<file path="src/rtl/pwm_compare_unit_pkg.sv">
// Shared types for the PWM compare unit: the direction FSM states and the
// counting-mode encodings.
package pwm_pkg;

  typedef enum logic [1:0] {
    ST_IDLE = 2'd0,
    ST_UP   = 2'd1,
    ST_DOWN = 2'd2
  } state_e;

  localparam logic MODE_EDGE   = 1'b0;
  localparam logic MODE_CENTER = 1'b1;

endpackage

</file>
<file path="src/rtl/pwm_compare_unit_if.sv">
// Bundle between the PWM compare unit and its surroundings: run control,
// counter pins, duty handshake and the PWM outputs.
interface pwm_compare_unit_if #(
  parameter int BITS = 4
);
  logic            en;
  logic            mode;
  logic [BITS-1:0] period;
  logic [BITS-1:0] cnt_in;
  logic [BITS-1:0] duty_in;
  logic            duty_valid;
  logic            duty_ready;
  logic            up_out;
  logic            load_out;
  logic [BITS-1:0] load_val;
  logic            pwm_h;
  logic            pwm_l;
  logic            period_evt;

  modport master (
    output en, mode, period, cnt_in, duty_in, duty_valid,
    input  duty_ready, up_out, load_out, load_val, pwm_h, pwm_l, period_evt
  );

  modport slave (
    input  en, mode, period, cnt_in, duty_in, duty_valid,
    output duty_ready, up_out, load_out, load_val, pwm_h, pwm_l, period_evt
  );
endinterface

</file>
<file path="src/rtl/pwm_compare_unit_dead_time.sv">
// Complementary output stage: turns the registered compare result into a
// high/low PWM pair with DEAD idle cycles inserted after every transition.
module dead_time_gen #(
  parameter int DEAD = 2
) (
  input  logic clk,
  input  logic rst,
  input  logic raw_q,
  input  logic run,
  output logic pwm_h,
  output logic pwm_l
);

  localparam int            CW     = (DEAD > 0) ? $clog2(DEAD + 1) : 1;
  localparam logic [CW-1:0] DEAD_C = CW'(DEAD);

  logic          prev_q;
  logic [CW-1:0] dcnt;
  logic [CW-1:0] cnt_eff;
  logic          changed;
  logic          settled;

  // dcnt counts how long raw_q has held its current value, saturating at DEAD
  always_comb begin
    changed = (raw_q != prev_q);
    cnt_eff = changed ? '0 : dcnt;
    settled = (cnt_eff >= DEAD_C);
  end

  always_ff @(posedge clk or posedge rst) begin
    if (rst) begin
      prev_q <= 1'b0;
      dcnt   <= '0;
      pwm_h  <= 1'b0;
      pwm_l  <= 1'b0;
    end else begin
      prev_q <= raw_q;
      if (!run) begin
        dcnt  <= '0;
        pwm_h <= 1'b0;
        pwm_l <= 1'b0;
      end else begin
        pwm_h <= settled & raw_q;
        pwm_l <= settled & ~raw_q;
        dcnt  <= settled ? DEAD_C : cnt_eff + CW'(1);
      end
    end
  end

endmodule

</file>
<file path="src/rtl/pwm_compare_unit.sv">
// Direction controller for the up/down/load counter plus duty compare with
// double-buffered duty, dead-time PWM pair and a period-start event.
module pwm_compare_unit
  import pwm_pkg::*;
#(
  parameter int BITS = 4,
  parameter int DEAD = 2
) (
  input logic               clk,
  input logic               rst,
  pwm_compare_unit_if.slave bus
);

  state_e          state_q;
  state_e          state_d;
  logic            mode_q;
  logic [BITS-1:0] cnt;
  logic [BITS-1:0] period;
  logic [BITS-1:0] active_duty;
  logic [BITS-1:0] shadow;
  logic            pending;
  logic            running;
  logic            run_next;
  logic            up_c;
  logic            load_c;
  logic            boundary;
  logic            raw;
  logic            raw_q;
  logic            evt_q;
  logic            pwm_h_w;
  logic            pwm_l_w;

  assign cnt     = bus.cnt_in;
  assign period  = bus.period;
  assign running = (state_q != ST_IDLE);

  // Counter pins must be combinational: the counter acts on them this cycle
  always_comb begin
    state_d = state_q;
    up_c    = 1'b1;
    load_c  = 1'b0;
    case (state_q)
      ST_IDLE: begin
        load_c = 1'b1;
        if (bus.en && (period != '0)) state_d = ST_UP;
      end
      ST_UP: begin
        if (mode_q == MODE_EDGE) begin
          load_c = (cnt == period);
        end else begin
          up_c = (cnt != period);
          if (cnt == period) state_d = ST_DOWN;
        end
      end
      ST_DOWN: begin
        up_c = (cnt == '0);
        if (cnt == '0) state_d = ST_UP;
      end
      default: state_d = ST_IDLE;
    endcase
    if (running && (!bus.en || (period == '0))) state_d = ST_IDLE;
  end

  always_ff @(posedge clk or posedge rst) begin
    if (rst) begin
      state_q <= ST_IDLE;
      mode_q  <= MODE_EDGE;
    end else begin
      state_q <= state_d;
      if ((state_q == ST_IDLE) && (state_d == ST_UP)) mode_q <= bus.mode;
    end
  end

  assign bus.up_out   = up_c;
  assign bus.load_out = load_c;
  assign bus.load_val = '0;

  assign boundary = running && (cnt == '0) && up_c;

  // Shadow accepts while free; it moves into the active duty only at a boundary
  always_ff @(posedge clk or posedge rst) begin
    if (rst) begin
      active_duty <= '0;
      shadow      <= '0;
      pending     <= 1'b0;
    end else if (boundary && pending) begin
      active_duty <= shadow;
      pending     <= 1'b0;
    end else if (bus.duty_valid && !pending) begin
      shadow  <= bus.duty_in;
      pending <= 1'b1;
    end
  end

  assign bus.duty_ready = ~pending;

  assign raw = running && (cnt < active_duty);

  // Compare stage boundary: raw and boundary registered
  always_ff @(posedge clk or posedge rst) begin
    if (rst) begin
      raw_q <= 1'b0;
      evt_q <= 1'b0;
    end else begin
      raw_q <= raw;
      evt_q <= boundary;
    end
  end

  assign bus.period_evt = evt_q;

  // Outputs must already be off in the first IDLE cycle, so gate on next state
  assign run_next = (state_d != ST_IDLE);

  dead_time_gen #(
    .DEAD (DEAD)
  ) u_dead_time (
    .clk   (clk),
    .rst   (rst),
    .raw_q (raw_q),
    .run   (run_next),
    .pwm_h (pwm_h_w),
    .pwm_l (pwm_l_w)
  );

  assign bus.pwm_h = pwm_h_w;
  assign bus.pwm_l = pwm_l_w;

endmodule

</file>
<file path="src/flat_wrapper.sv">
// flat-port wrapper written by rule: the top's interface ports become plain ports
module pwm_compare_unit_flat import pwm_pkg::*;
#(
  parameter int BITS = 4,
  parameter int DEAD = 2
)
  (clk, rst, bus_en, bus_mode, bus_period, bus_cnt_in, bus_duty_in, bus_duty_valid, bus_duty_ready, bus_up_out, bus_load_out, bus_load_val, bus_pwm_h, bus_pwm_l, bus_period_evt);
  pwm_compare_unit_if #(.BITS(BITS)) bus_i ();
  input logic clk;
  input logic rst;
  input wire logic [$bits(bus_i.en)-1:0] bus_en;
  input wire logic [$bits(bus_i.mode)-1:0] bus_mode;
  input wire logic [$bits(bus_i.period)-1:0] bus_period;
  input wire logic [$bits(bus_i.cnt_in)-1:0] bus_cnt_in;
  input wire logic [$bits(bus_i.duty_in)-1:0] bus_duty_in;
  input wire logic [$bits(bus_i.duty_valid)-1:0] bus_duty_valid;
  output wire logic [$bits(bus_i.duty_ready)-1:0] bus_duty_ready;
  output wire logic [$bits(bus_i.up_out)-1:0] bus_up_out;
  output wire logic [$bits(bus_i.load_out)-1:0] bus_load_out;
  output wire logic [$bits(bus_i.load_val)-1:0] bus_load_val;
  output wire logic [$bits(bus_i.pwm_h)-1:0] bus_pwm_h;
  output wire logic [$bits(bus_i.pwm_l)-1:0] bus_pwm_l;
  output wire logic [$bits(bus_i.period_evt)-1:0] bus_period_evt;
  assign bus_i.en = bus_en;
  assign bus_i.mode = bus_mode;
  assign bus_i.period = bus_period;
  assign bus_i.cnt_in = bus_cnt_in;
  assign bus_i.duty_in = bus_duty_in;
  assign bus_i.duty_valid = bus_duty_valid;
  assign bus_duty_ready = bus_i.duty_ready;
  assign bus_up_out = bus_i.up_out;
  assign bus_load_out = bus_i.load_out;
  assign bus_load_val = bus_i.load_val;
  assign bus_pwm_h = bus_i.pwm_h;
  assign bus_pwm_l = bus_i.pwm_l;
  assign bus_period_evt = bus_i.period_evt;
  pwm_compare_unit #(.BITS(BITS), .DEAD(DEAD)) u_core (.clk(clk), .rst(rst), .bus(bus_i));
endmodule
</file>
<file path="config.mk">
export PLATFORM = sky130hd
export DESIGN_NAME = pwm_compare_unit_flat
export DESIGN_NICKNAME = d
export VERILOG_FILES = /design/src/rtl/pwm_compare_unit_pkg.sv /design/src/rtl/pwm_compare_unit_if.sv /design/src/rtl/pwm_compare_unit_dead_time.sv /design/src/rtl/pwm_compare_unit.sv /design/src/flat_wrapper.sv
export SDC_FILE = /design/constraint.sdc
export NUM_CORES = 1
export LEC_CHECK = 0
export CAP_MARGIN = 40
export CORE_ASPECT_RATIO = 0.6
export CORE_MARGIN = 1.5
export CORE_UTILIZATION = 40
export CTS_CLUSTER_SIZE = 16
export DETAILED_ROUTE_END_ITERATION = 16
export DONT_BUFFER_PORTS = 1
export REMOVE_ABC_BUFFERS = 1
export SYNTH_ARGS = -nofsm -noshare
export SYNTH_HDL_FRONTEND = slang
export SYNTH_SLANG_ARGS = --single-unit
export TNS_END_PERCENT = 5
</file>
<file path="constraint.sdc">
create_clock -name clk -period 2.4 [get_ports clk]
set_input_delay 0.24 -clock clk [delete_from_list [all_inputs] [get_ports clk]]
set_output_delay 0.24 -clock clk [all_outputs]
set_load 0.01 [all_outputs]
</file>
==> After elaboration in Yosys (flattened, before gate mapping) <==
Cells that the tools add are included.
Widths: inputs -> output; s select.
{ "classes": {"addsub": 1, "n_eq_ne": 6, "n_reduce_logical": 19, "muxes": 17, "n_bitwise": 5, "order_cmp": 2} }
{ "ops": {"columns": ["cell", "n"], "rows": [
  ["$mux 2", 8],
  ["$logic_and 1x1->1", 8],
  ["$logic_not 4->1", 2],
  ["$mux 1", 6],
  ["$pmux 2 s3", 1],
  ["$reduce_bool 2->1", 3],
  ["$eq 2x1->1 const B", 2],
  ["$eq 4x4->1", 1],
  ["$lt 4x4->1", 1],
  ["$ne 4x4->1", 1],
  ["$pmux 1 s2", 2],
  ["$reduce_bool 4->1", 1],
  ["$not 1->1", 3],
  ["$add 2x1->2 const B", 1],
  ["$and 1x1->1", 2],
  ["$eq 2x2->1 const B", 1],
  ["$ge 2x2->1 const B", 1],
  ["$logic_not 1->1", 2],
  ["$logic_not 2->1", 1],
  ["$reduce_and 2->1", 1],
  ["$logic_or 1x1->1", 1],
  ["$ne 1x1->1", 1]
]} }
{ "word_totals": {"output_inout_bits": 10, "input_bits": 17, "elab_cells": 61, "regBits": 19} }

==> Depth between registers and ports, before layout <==
{ "logic_depth": {"depth_word": 7, "ltp_mapped": 7, "depth_no_buf": 7} }

==> Hierarchy <==
A second synthesis with hierarchy kept.
{ "unflattened": {"hier_cells": 95, "hier_area_um2": 1049.8} }
{ "by_module_without_submodules": {"columns": ["mod", "seq_area_each_um2", "instances", "cells_per_inst", "area_each_um2"], "rows": [
  ["pwm_compare_unit", 350.3, 1, 81, 877.1],
  ["dead_time_gen", 125.1, 1, 14, 172.7]
]} }

==> Worst setup path after synthesis <==
OpenSTA, ideal clock, no wires.
{ "synth_path": {"path_kind": "register to register", "from": "register u_core.state_q[0]", "to": "register u_core.active_duty[0]", "path_buffers": 0, "t_arrival_ns": 1.556, "synth_period_minus_slack_ns": 1.681, "required_ns": 2.275, "slack_ns": 0.719, "setup_ns": 0.125, "stages_incl_launch_ff": 6, "cell_sequence": "dfrtp_1 inv_1 ha_1 nor2b_1 a211oi_4 mux2_2"} }
{ "synth_via": {"elab_chain_len": 4, "elab_cells_between_ends": 7, "cone_classes": "eq/ne: 2; mux: 1; reduce/logical: 4"} }
{ "synth_rtl": {"columns": ["element", "line", "text"], "rows": [
  ["start, declared", "pwm_compare_unit.sv:14", "state_e state_q;"],
  ["start signal, assigned", "pwm_compare_unit.sv:69", "state_q <= state_d;"],
  ["$eq 2x2->1, or another cell as far along", "pwm_compare_unit.sv:42", "case (state_q)"],
  ["$pmux 1 s2 / $logic_and 1x1->1 (equally long branches)", "pwm_compare_unit.sv:42, pwm_compare_unit.sv:78", null],
  ["$logic_and 1x1->1 (*)", "pwm_compare_unit.sv:78", "assign boundary = running && (cnt == '0) && up_c;"],
  ["$logic_and 1x1->1 (*)", "pwm_compare_unit.sv:86", "end else if (boundary && pending) begin"],
  ["end signal, assigned", "pwm_compare_unit.sv:87", "active_duty <= shadow;"],
  ["end, declared", "pwm_compare_unit.sv:19", "logic [BITS-1:0] active_duty;"]
]} }
Every way passes the cells marked *; elsewhere a longest branch is shown, timed or not.
A chain may end at the register's enable or synchronous reset.

==> Final worst setup path <==
{ "layout_path": {"from": "register u_core.state_q[0]", "to": "register u_core.active_duty[2]"} }
Same word-level chain as after synthesis.

==> metrics.md <==
| Metric | Value |
|---|---|
| Endpoints failing hold | 19 |
| Clock Tree Root | clkbuf_8 |
| Worst Clk Skew | 3.860 ps |
| Final design utilization | 0.4517 |
| #FFs+latches synth | 19 |
| Pwr/cell area | 1037 nW/um^2 |
| Mean Syn Cell Area | 10.59 um^2 |
| Initial antenna violation count | 0 |
| Top-Level Pins | 27 |
| Pin count of the biggest net entering global routing | 20 |
| Cts bufs inserted | 3 |
| RR Startpoint | u_core.state_q[0]$_DFF_PP0_ |
| Synthesized area | 1080 um^2 |
| Worst slew pin tran | 689.9 ps |
| Vias in the first global route | roughly 660 |
| Top cell type by total area after synthesis | dfrtp_1 |
| Clock Path Buffers | 2 |
| Hpwl dp | 1563 um |
| Worst-path fanout max | 5 |
| Share of the synthesized area in the top cell type | 0.4403 |
| Final min period | about 1800 ps |
| Resize count post-CTS | 0 |
| Synth Warn # | 0 |
| Relative slew slack | 0.5396 |
| RSZ-0062 raised after global routing | false |
| Initial core utilization | 0.4251 |
| Hold WC Path Type | in2async |
| Clk Latency, worst-skew pair | 250 ps |
| Setup TNS | 0 ps |
| Share of cells above drive strength 1 | 0.1524 |
| Post-synth EDFFs | 0 |
| IO buf count | 0 |
| CTS tree | yes |
| Cts hold-fix bufs | 0 |
| Hold Slack | -23.15 ps |
| Dpl cell area | 1101 um^2 |
| Crit. End Element | flip-flop |
| Core Footprint | 2540 um^2 |
| DP Cell Count | 133 |
| Final instance area | 1147 um^2 |
| GRT Util Overall | 0.1418 |
| Max_cap viols | 0 |
| 1st-pass router iterations | 4 |
| Clock-pin transition on the worst setup and hold timing paths | roughly 70 ps |
| Antenna Nets Post-Route | 0 |
| Failing checks | negative hold slack |
| Cell Rows | 14 |
| # setup viols final | 0 |
| Post-synth top cells | 19 x dfrtp_1, 11 x inv_1 |
| Synth unique cells | 33 |
| Most common cell in the synthesized netlist | dfrtp_1 |
| H-tree depth | 1 |
| Total wire length | roughly 1900 um |
| RR Endpoint | u_core.active_duty[2]$_DFFE_PP0P_ |
| Fmax achieved | 550.1 MHz |
| R2r setup slk | approximately 580 ps |
| Synth area leaders | dfrtp_1 44%, ha_1 8.1%, mux2_2 7.3% |
| GR Overflow Total | 0 |
| Starting DRT DRC Count | 38 |
| CTS Sinks | 19 |
| Final std cells w/o fill | 137 |
| Ys async rst share | 1.000 |
| Routed length per placed instance | 13.91 um |
| GP Congestion | just over 0.8 |
| Cells on worst reg2reg path | 5 |
| Synth Instances | 102 |
| Ant diodes | 0 |
| Synth-to-Final Area Change | 6.257% |
| Startpoint Class | flip-flop |
| Number of setup buffers added after CTS | 0 |
| Fin crit share | 0.7574 |
| Layout Nets | between 100 and 150 |
| Max rail drop VDD | ~0.35 mV |
| Vias per cell | just over 5 |
| Outcome | finished with violations |
| Die footprint | 3030 um^2 |
| Routed vias | 703 |
| Chip Width | 70.08 um |
| DRC Markers | 0 |
| Sequential-to-total area share from yosys stat | 0.4403 |
| Max-slew violations | 0 |
| WP data required | 2540 ps |
| Synth Flop Type | dfrtp_1 |
| Leakage | 0.5110 nW |
| First-pass GRT wire length | 3125 um |
| Crit path DAT | 1950 ps |
| Crit path kind | reg2reg |
| Die Ht | 43.25 um |
## final cells by class
type                    count  area (um^2)
fillers                   253         1393
multi-input cells          71        544.3
clock buffers               3        41.29
clock inverters             1        5.005
flip-flops and latches     19        475.5
well taps                  32        40.04
inverters                  11        41.29
## kinds of logic (layout without fill, tap and decap cells)
family,Yosys count,in the layout,synth area share
AOI/OAI and AO/OA,20,20,0.1506
xor gates and xnor gates,4,4,0.03244
adders and majority gates,7,7,0.08111
buffers and inverters,15,15,0.06605
DFF,19,19,0.4403
muxes,8,8,0.08343
other,1,4,0.003473
and+or+nand+nor,28,28,0.1425
## cell usage in the layout, fill, tap and decap left out, types with 2 or more instances in the layout
| master | count |
|---|---|
| dfrtp_1 | 19 |
| inv_1 | 11 |
| nand2_1 | 7 |
| mux2_2 | 7 |
| nor2_1 | 7 |
| ha_1 | 7 |
| a21oi_1 | 5 |
| xnor2_1 | 4 |
| conb_1 | 4 |
| nand2b_1 | 3 |
| nor3_1 | 3 |
| clkbuf_8 | 3 |
| nor2b_1 | 2 |
| o21ai_0 | 2 |
| a21o_1 | 2 |
## how the worst max path moves through the flow
| stage | to | slack, ps | start | depth (start not counted) |
|---|---|---|---|---|
| 3_3_place_gp | u_core.active_duty[0]$_DFFE_PP0P_ | 650 | u_core.state_q[0]$_DFF_PP0_ | 5 |
| 6_report | u_core.active_duty[2]$_DFFE_PP0P_ | 580 | u_core.state_q[0]$_DFF_PP0_ | 5 |
| 2_1_floorplan | u_core.active_duty[0]$_DFFE_PP0P_ | 720 | u_core.state_q[0]$_DFF_PP0_ | 5 |
| 4_1_cts | u_core.active_duty[2]$_DFFE_PP0P_ | 580 | u_core.state_q[0]$_DFF_PP0_ | 5 |
| 3_5_place_dp | u_core.active_duty[3]$_DFFE_PP0P_ | 600 | u_core.state_q[0]$_DFF_PP0_ | 5 |
| 5_1_grt | u_core.active_duty[2]$_DFFE_PP0P_ | 490 | u_core.state_q[0]$_DFF_PP0_ | 5 |
## routing by layer
| layer | track usage | wire length (um) | part of all wire | vias up |
|---|---|---|---|---|
| met3 | 0.05701 | 136 | 0.071 | 2 |
| li1 | - | - | - | 351 |
| met1 | 0.2083 | 1000 | 0.52 | 322 |
| met2 | 0.1867 | 748 | 0.39 | 28 |
| met4 | 0.04615 | 21 | 0.011 | 0 |
| met5 | 0 | 0 | 0 | - |
## where the power goes
| part | leakage (nW) | internal [mW] | switching, mW |
|---|---|---|---|
| sequential | 0.242 | 0.442 | 0.0801 |
| clock | 0.0255 | 0.115 | 0.101 |
| combinational | 0.243 | 0.200 | 0.253 |
## through the flow
stage,hold slack [ps],power (mW),setup WS (ps)
global route,40.99,1.296,486.1
detailed placement,288.6,0.9816,596.0
floorplan,191.1,0.8793,719.1
CTS,12.02,1.203,584.1
global placement,274.9,0.9696,654.9
finish,-23.15,1.190,582.3
## registers in the layout, indices dropped and copies added (netlist names), 2 cells and up
signal / count
u_core.state_q: 2
u_core.active_duty: 4
u_core.u_dead_time.dcnt: 2
u_core.shadow: 4
## worst max-delay path: stages (launching register included)
cell and delay, ps:
dfrtp_1 420, inv_1 100, ha_1 310, nor2b_1 170, a211oi_4 330, mux2_2 380
Note: power is estimated with default switching activity, not from simulation.
